<file path="src/rtl/jump_pkg.sv">
// Shared state encoding, limits and default physics constants for the jump trajectory stage.
package jump_pkg;

  typedef enum logic [1:0] {
    ST_IDLE   = 2'd0,
    ST_LAUNCH = 2'd1,
    ST_FLY    = 2'd2,
    ST_DONE   = 2'd3
  } jump_state_e;

  localparam int V_MAX            = 127;
  localparam int GRAVITY_DEF      = 1;
  localparam int HEIGHT_SHIFT_DEF = 5;
  localparam int DIST_SHIFT_DEF   = 7;

  function automatic logic [6:0] sat_v(input logic [10:0] v_in);
    return (v_in > 11'(V_MAX)) ? 7'(V_MAX) : v_in[6:0];
  endfunction

endpackage

</file>
<file path="src/rtl/jump_tick_gen.sv">
// Physics tick divider: modulo-TICK_DIV counter, 1-cycle tick on the terminal count.
module jump_tick_gen #(
  parameter int TICK_DIV = 100000
) (
  input  logic clk_machine,
  input  logic rst_machine,
  input  logic clr_i,
  input  logic en_i,
  output logic tick_o
);

  localparam int CW = $clog2(TICK_DIV);

  logic [CW-1:0] cnt_q, cnt_d;
  logic          last;

  assign last   = (cnt_q == CW'(TICK_DIV - 1));
  assign tick_o = en_i && last;

  always_comb begin
    cnt_d = cnt_q;
    if (clr_i) begin
      cnt_d = '0;
    end else if (en_i) begin
      cnt_d = last ? '0 : cnt_q + 1'b1;
    end
  end

  always_ff @(posedge clk_machine or posedge rst_machine) begin
    if (rst_machine) cnt_q <= '0;
    else             cnt_q <= cnt_d;
  end

endmodule

</file>
<file path="src/rtl/jump_trajectory.sv">
// Ballistic jump integrator: height/distance accumulators advanced once per physics tick.
//   state  | meaning
//   IDLE   | waiting for i_jump_en, latches saturated velocity
//   LAUNCH | one cycle, seeds vy and clears accumulators/outputs
//   FLY    | integrates on each tick until the arc lands or the jump aborts
//   DONE   | landed, holds done/dist until i_jump_en drops
module jump_trajectory
  import jump_pkg::*;
#(
  parameter int TICK_DIV     = 100000,
  parameter int GRAVITY      = GRAVITY_DEF,
  parameter int HEIGHT_SHIFT = HEIGHT_SHIFT_DEF,
  parameter int DIST_SHIFT   = DIST_SHIFT_DEF
) (
  input  logic        clk_machine,
  input  logic        rst_machine,
  input  logic        i_jump_en,
  input  logic [10:0] i_v_init,
  output logic        o_jump_done,
  output logic [8:0]  o_jump_height,
  output logic [10:0] o_jump_dist
);

  jump_state_e        state_q, state_d;
  logic [6:0]         v_q, v_d;
  logic signed [8:0]  vy_q, vy_d;
  logic signed [14:0] h_acc_q, h_acc_d;
  logic [15:0]        d_acc_q, d_acc_d;
  logic               done_q, done_d;
  logic [8:0]         height_q, height_d;
  logic [10:0]        dist_q, dist_d;

  logic               tick;
  logic signed [15:0] nh;
  logic [15:0]        d_sum;

  jump_tick_gen #(.TICK_DIV(TICK_DIV)) u_tick (
    .clk_machine (clk_machine),
    .rst_machine (rst_machine),
    .clr_i       (state_q == ST_LAUNCH),
    .en_i        (state_q == ST_FLY),
    .tick_o      (tick)
  );

  assign nh    = {h_acc_q[14], h_acc_q} + {{7{vy_q[8]}}, vy_q};
  assign d_sum = d_acc_q + {9'd0, v_q};

  always_comb begin
    state_d  = state_q;
    v_d      = v_q;
    vy_d     = vy_q;
    h_acc_d  = h_acc_q;
    d_acc_d  = d_acc_q;
    done_d   = done_q;
    height_d = height_q;
    dist_d   = dist_q;
    unique case (state_q)
      ST_IDLE: begin
        if (i_jump_en) begin
          state_d = ST_LAUNCH;
          v_d     = sat_v(i_v_init);
        end
      end
      ST_LAUNCH: begin
        height_d = '0;
        dist_d   = '0;
        if (!i_jump_en) begin
          state_d = ST_IDLE;
        end else begin
          state_d = ST_FLY;
          vy_d    = {2'b00, v_q};
          h_acc_d = '0;
          d_acc_d = '0;
        end
      end
      ST_FLY: begin
        if (!i_jump_en) begin
          state_d  = ST_IDLE;
          height_d = '0;
          dist_d   = '0;
        end else if (tick) begin
          d_acc_d = d_sum;
          dist_d  = 11'(d_sum >> DIST_SHIFT);
          // Landing is detected on the tick whose step would reach or cross the ground.
          if (nh <= 16'sd0) begin
            h_acc_d  = '0;
            height_d = '0;
            done_d   = 1'b1;
            state_d  = ST_DONE;
          end else begin
            h_acc_d  = nh[14:0];
            height_d = 9'(nh[14:0] >> HEIGHT_SHIFT);
            vy_d     = vy_q - 9'(GRAVITY);
          end
        end
      end
      ST_DONE: begin
        height_d = '0;
        if (!i_jump_en) begin
          state_d = ST_IDLE;
          done_d  = 1'b0;
        end
      end
      default: state_d = ST_IDLE;
    endcase
  end

  always_ff @(posedge clk_machine or posedge rst_machine) begin
    if (rst_machine) begin
      state_q  <= ST_IDLE;
      v_q      <= '0;
      vy_q     <= '0;
      h_acc_q  <= '0;
      d_acc_q  <= '0;
      done_q   <= 1'b0;
      height_q <= '0;
      dist_q   <= '0;
    end else begin
      state_q  <= state_d;
      v_q      <= v_d;
      vy_q     <= vy_d;
      h_acc_q  <= h_acc_d;
      d_acc_q  <= d_acc_d;
      done_q   <= done_d;
      height_q <= height_d;
      dist_q   <= dist_d;
    end
  end

  assign o_jump_done   = done_q;
  assign o_jump_height = height_q;
  assign o_jump_dist   = dist_q;

endmodule

</file>
<file path="config.mk">
export PLATFORM = sky130hd
export DESIGN_NAME = jump_trajectory
export DESIGN_NICKNAME = d
export VERILOG_FILES = /design/src/rtl/jump_pkg.sv /design/src/rtl/jump_tick_gen.sv /design/src/rtl/jump_trajectory.sv
export SDC_FILE = /design/constraint.sdc
export NUM_CORES = 1
export LEC_CHECK = 0
export BUFFER_PORTS_ARGS = -buffer_cell sky130_fd_sc_hd__buf_2
export CAP_MARGIN = 40
export CORE_MARGIN = 8
export CORE_UTILIZATION = 26
export CTS_CLUSTER_SIZE = 12
export DETAILED_ROUTE_END_ITERATION = 12
export PLACE_DENSITY_LB_ADDON = 0.15
export SLEW_MARGIN = 20
export SYNTH_ARGS = -nofsm -noshare
export SYNTH_HDL_FRONTEND = slang
export SYNTH_SLANG_ARGS = --single-unit
</file>
<file path="constraint.sdc">
create_clock -name clk_machine -period 3.2 [get_ports clk_machine]
set_input_delay 0.64 -clock clk_machine [delete_from_list [all_inputs] [get_ports clk_machine]]
set_output_delay 0.64 -clock clk_machine [all_outputs]
set_load 0.01 [all_outputs]
</file>
# After elaboration in Yosys (flattened, before gate mapping)
# Index checks and enable logic that the tools add are counted.
# W data, S select, Z words.
# classes
n_mux	37
n_eq_ne	13
order_cmp	2
reduce_logical	13
add_sub_neg	4
# ops
op	count
$mux W9	7
$mux W15	4
$mux W17	3
$mux W16	3
$pmux W9 S2	2
$pmux W16 S2	1
$pmux W15 S2	1
$mux W11	2
$pmux W11 S2	1
$add A17 B1 Y17 const B	1
$eq A17 B17 Y1 const B	1
$add A15 B9 Y16	1
$add A16 B7 Y16	1
$le A16 B1 Y1 const B	1
$ne A2 B2 Y1 const B	7
$mux W2	6
$gt A11 B7 Y1 const B	1
$reduce_and A5 Y1	2
$sub A9 B2 Y9 const B	1
$pmux W2 S4	1
$reduce_and A4 Y1	2
$mux W7	1
$ne A3 B3 Y1 const B	2
$reduce_and A2 Y1	3
other kinds (8)	14
# totals
register_bits	87
in_bits	14
out_inout_bits	21
wordCells	78

# Depth between registers and ports, before layout
# depth
ltp_word	6
depth_mapped	11
depth_no_buf	10

# Modules after synthesis
# Synthesis repeated with hierarchy kept, for this count alone.
# unflattened
cells_unflattened	548
hier_area_um2	5175.0
# by_module_without_submodules
mod	cells_per_inst	seq_area_each_um2	instances	area_each_um2
jump_trajectory	454	1701.6	1	4262.8
jump_tick_gen	94	425.4	1	912.1

# Worst setup path after synthesis
# OpenSTA, ideal clock, no wires.
# synth_timing
kind	register to register
from	register vy_q[0]
to	register vy_q[2]
arrival_ps	2995
stages_incl_launch_ff	11
path_slack_ps	82
required_ps	3077
cell_sequence	dfrtp_1 ha_1 fa_1 a211oi_4 o21ai_2 a2111o_1 a21o_1 a211oi_4 nand4_4 o21ba_4 o221a_1
# synth_via
elab_chain_cells	5
word_cells_on_any_way	9
cone_classes	add/sub (2); order compare (1); eq/ne (1); mux (4); reduce/logical (1)
# synth_rtl
item	line_no	rtl
from (decl)	jump_trajectory.sv:26	logic signed [8:0] vy_q, vy_d;
from (signal assigned)	jump_trajectory.sv:121	vy_q <= vy_d;
branches (longest 5 deep; another with $add A15 B9 Y16)	-	
# Several ways; the timed one is not identified. The select of a mux whose other input is x is not followed.
# A chain may end at the register's enable or synchronous reset.

# Worst setup path in the final report
# layout_timing
from	register vy_q[0]
to	register vy_q[6]
# Same word-level chain as after synthesis.

==> results.sh <==
export IMPL_p_seq_frac=0.340
export IMPL_syn_to_final_growth_pct=19.7
export IMPL_endpoint_kind="flip-flop"
export IMPL_io_buffer_count=32
export IMPL_fp_coreArea_mm2=0.0202
export IMPL_track_usage=0.117
export IMPL_insertion_delay_ps=350
export IMPL_die_h_um=159
export IMPL_ant_nets=0
export IMPL_clk_pin_slew_worst_paths_ps=70
export IMPL_fin_crit_ps=3070
export IMPL_drv_slew=0
export IMPL_clk_path_buf_depth=2
export IMPL_regToRegSetupSlack_ps=130
export IMPL_grt_max_degree=86
export IMPL_p_leak_uw=0.00274
export IMPL_async_flop_share=1.00
export IMPL_grt_first_pass_wirelength_mm=24.2
export IMPL_status="finished clean"
export IMPL_cp_data_arrival_time_ps=3300
export IMPL_period_share=0.960
export IMPL_synthesis_instances=584
export IMPL_drt_iter0_markers=220
export IMPL_clkSinkCount=85
export IMPL_ys_types=76
export IMPL_synth_area_mm2=0.00531
export IMPL_cap_violations=0
export IMPL_fp_dieW_um=159
export IMPL_ctsHoldBuffers=0
export IMPL_tritoncts="yes"
export IMPL_placed_cells=905
export IMPL_routed_via_count=4569
export IMPL_dp_hpwl_mm=10.7
export IMPL_holdCritPathClass="input port to async pin"
export IMPL_gp_congestion=0.797
export IMPL_first_global_vias=4541
export IMPL_required_ps=3430
export IMPL_grt_overflow_total=0
export IMPL_num_io_pins=35
export IMPL_hold_viol=0
export IMPL_drc=0
export IMPL_clkPwrFrac=0.293
export IMPL_synth_avg_cell_area_um2=9.10
export IMPL_slew_headroom=0.459
export IMPL_viasPerCell=4.97
export IMPL_ys_ff_latch=85
export IMPL_multiInputGateArea_mm2=0.00300
export IMPL_cts_root_buf="clkbuf_16"
export IMPL_power_density_mw_per_mm2=587
export IMPL_antenna_found_initial=0
export IMPL_cp_start_kind="flip-flop"
export IMPL_p_sw_frac=0.374
export IMPL_routed_wl_mm=14.6
export IMPL_fin_skew_ps=5.69
export IMPL_cp_max_fo=7
export IMPL_seq_area_mm2=0.00213
export IMPL_fp_row_count=52
export IMPL_die_area_mm2=0.0253
export IMPL_synth_top_area_share=0.400
export IMPL_irDropWorstVdd_mv=0.292
export IMPL_yosys_warnings=0
export IMPL_cts_buffers=9
export IMPL_setup_viol_count_final=0
export IMPL_final_nets=692
export IMPL_combPwrFrac=0.367
export IMPL_synth_area_leaders="dfrtp_1, ha_1, o21ai_0"
export IMPL_max_freq_ghz=0.325
export IMPL_cts_htree_levels=3
export IMPL_drive_gt1_frac=0.175
export IMPL_fillers=2138
export IMPL_synth_edf_count=0
export IMPL_setup_tns_ps=0
export IMPL_synth_top_cell_by_area="dfrtp_1"
export IMPL_initial_core_util=0.263
export IMPL_final_cells=920
export IMPL_drtPass1Iterations=4
export IMPL_diodes=0
export IMPL_switching_power_uw=1400
export IMPL_worstMarginPinSlew_ps=805
export IMPL_synth_ff_type="dfrtp_1"
export IMPL_rsz0062_at_grt="true"
export IMPL_path_class="flip-flop to flip-flop"
export IMPL_power_internal_uw=2340
export IMPL_routedWlPerCell_um=15.9
export IMPL_yosysSeqAreaShare=0.400
==> placed cells by master, fill, tap and decap left out, types with 5 or more instances in the layout <==
master	n
a21oi_1	23
buf_2	32
dfrtp_1	85
nand4_1	8
o21ai_0	60
o21ai_1	8
xnor2_1	16
nor2_1	31
o31ai_1	14
xor2_1	11
nor3_1	8
nand2_1	72
nor4_1	6
mux2i_1	5
and3_1	7
ha_1	28
a31oi_1	5
buf_4	40
or3_1	8
clkbuf_16	9
inv_1	29
o22a_1	12
nand3_1	24
a21o_1	5
o221a_1	5
==> layout make-up <==
cell class,count,share of cell area
flip-flops and latches,85,0.335
clock buffers,11,0.0397
well taps,270,0.0531
multi-input cells,447,0.471
clock inverters,3,0.00728
repair buffers,73,0.0756
inverters,31,0.0185
==> worst max-delay path: stages, from the launching register on <==
cell and delay (ps):
dfrtp_1 380, ha_2 200, fa_2 370, a211oi_4 250, buf_4 170, or4_1 90
and4_1 240, and4b_1 260, o2111a_1 250, nand4_4 210, o21ba_4 300, o221a_1 240
==> Yosys cell counts, types with 11 or more instances <==
library cell   n
xnor2_1       16
nor2_1        31
clkbuf_1      16
o21ai_0       62
a21oi_1       24
o31ai_1       14
ha_1          29
nand2_1       72
dfrtp_1       85
nand3_1       24
inv_1         30
o22a_1        12
xor2_1        11
==> power by group through the flow <==
stage	registers [uW]	logic [uW]	clock network [uW]
floorplan	1270	896	0
global placement	1290	1350	0
detailed placement	1290	1360	0
CTS	1270	1370	1140
global route	1280	1540	1170
finish	1270	1370	1090
==> state kept, by name (all words and copies together) (netlist names) <==
name,cells
v_q,7
d_acc_q,16
vy_q,9
state_q,2
o_jump_dist,9
h_acc_q,15
o_jump_height,9
o_jump_done,1
u_tick.cnt_q,17
==> metal layers <==
metal / part of all wire / vias to the layer above / wire length, um / track usage
li1: - / 2262 / - / -
met1: 0.50 / 2233 / 7260 / 0.157
met2: 0.46 / 61 / 6800 / 0.190
met3: 0.028 / 13 / 407 / 0.0217
met4: 0.011 / 0 / 163 / 0.0313
met5: 0 / - / 0 / 0
==> logic make-up after synthesis <==
logic type,count (synthesis),synth area share
other,1,0.000706
AOI/OAI and AO/OA,182,0.236
xor gates and xnor gates,27,0.0445
and+or+nand+nor,199,0.191
muxes,6,0.0115
buffers and inverters,53,0.0396
DFF,85,0.400
adders and majority gates,31,0.0758
==> through the flow <==
step	instance area, um2	hold slack, ps	setup slack [ps]	utilization	total power [uW]
2_1_floorplan	5320	453	81.7	-	2170
6_report	6360	370	128	0.315	3730
3_5_place_dp	6030	466	-86.6	0.299	2650
5_1_grt	6360	433	-17.4	0.315	3980
4_1_cts	6340	411	30.5	0.315	3780
3_3_place_gp	6030	459	-55.0	0.299	2640
==> timing repair <==
item | 4_1_cts | 5_1_grt
pin swaps | 1 | 5
endpoints found under the setup margin | 17 | 33
gates resized for setup | 2 | 6
setup buffers | 1 | 0
==> path summary, 6_finish.rpt <==
check                                 startpoint          endpoint  cells after the start
worst min register to register  o_jump_height[7]  o_jump_height[7]                      2
worst max register to register           vy_q[0]           vy_q[6]                     11
min in group clk_machine        o_jump_height[7]  o_jump_height[7]                      2
worst min-delay path                 rst_machine    o_jump_dist[7]                      3
worst max-delay path                     vy_q[0]           vy_q[6]                     11
max in group asynchronous            rst_machine        h_acc_q[9]                      3
Power figures use the tool's default switching activity.
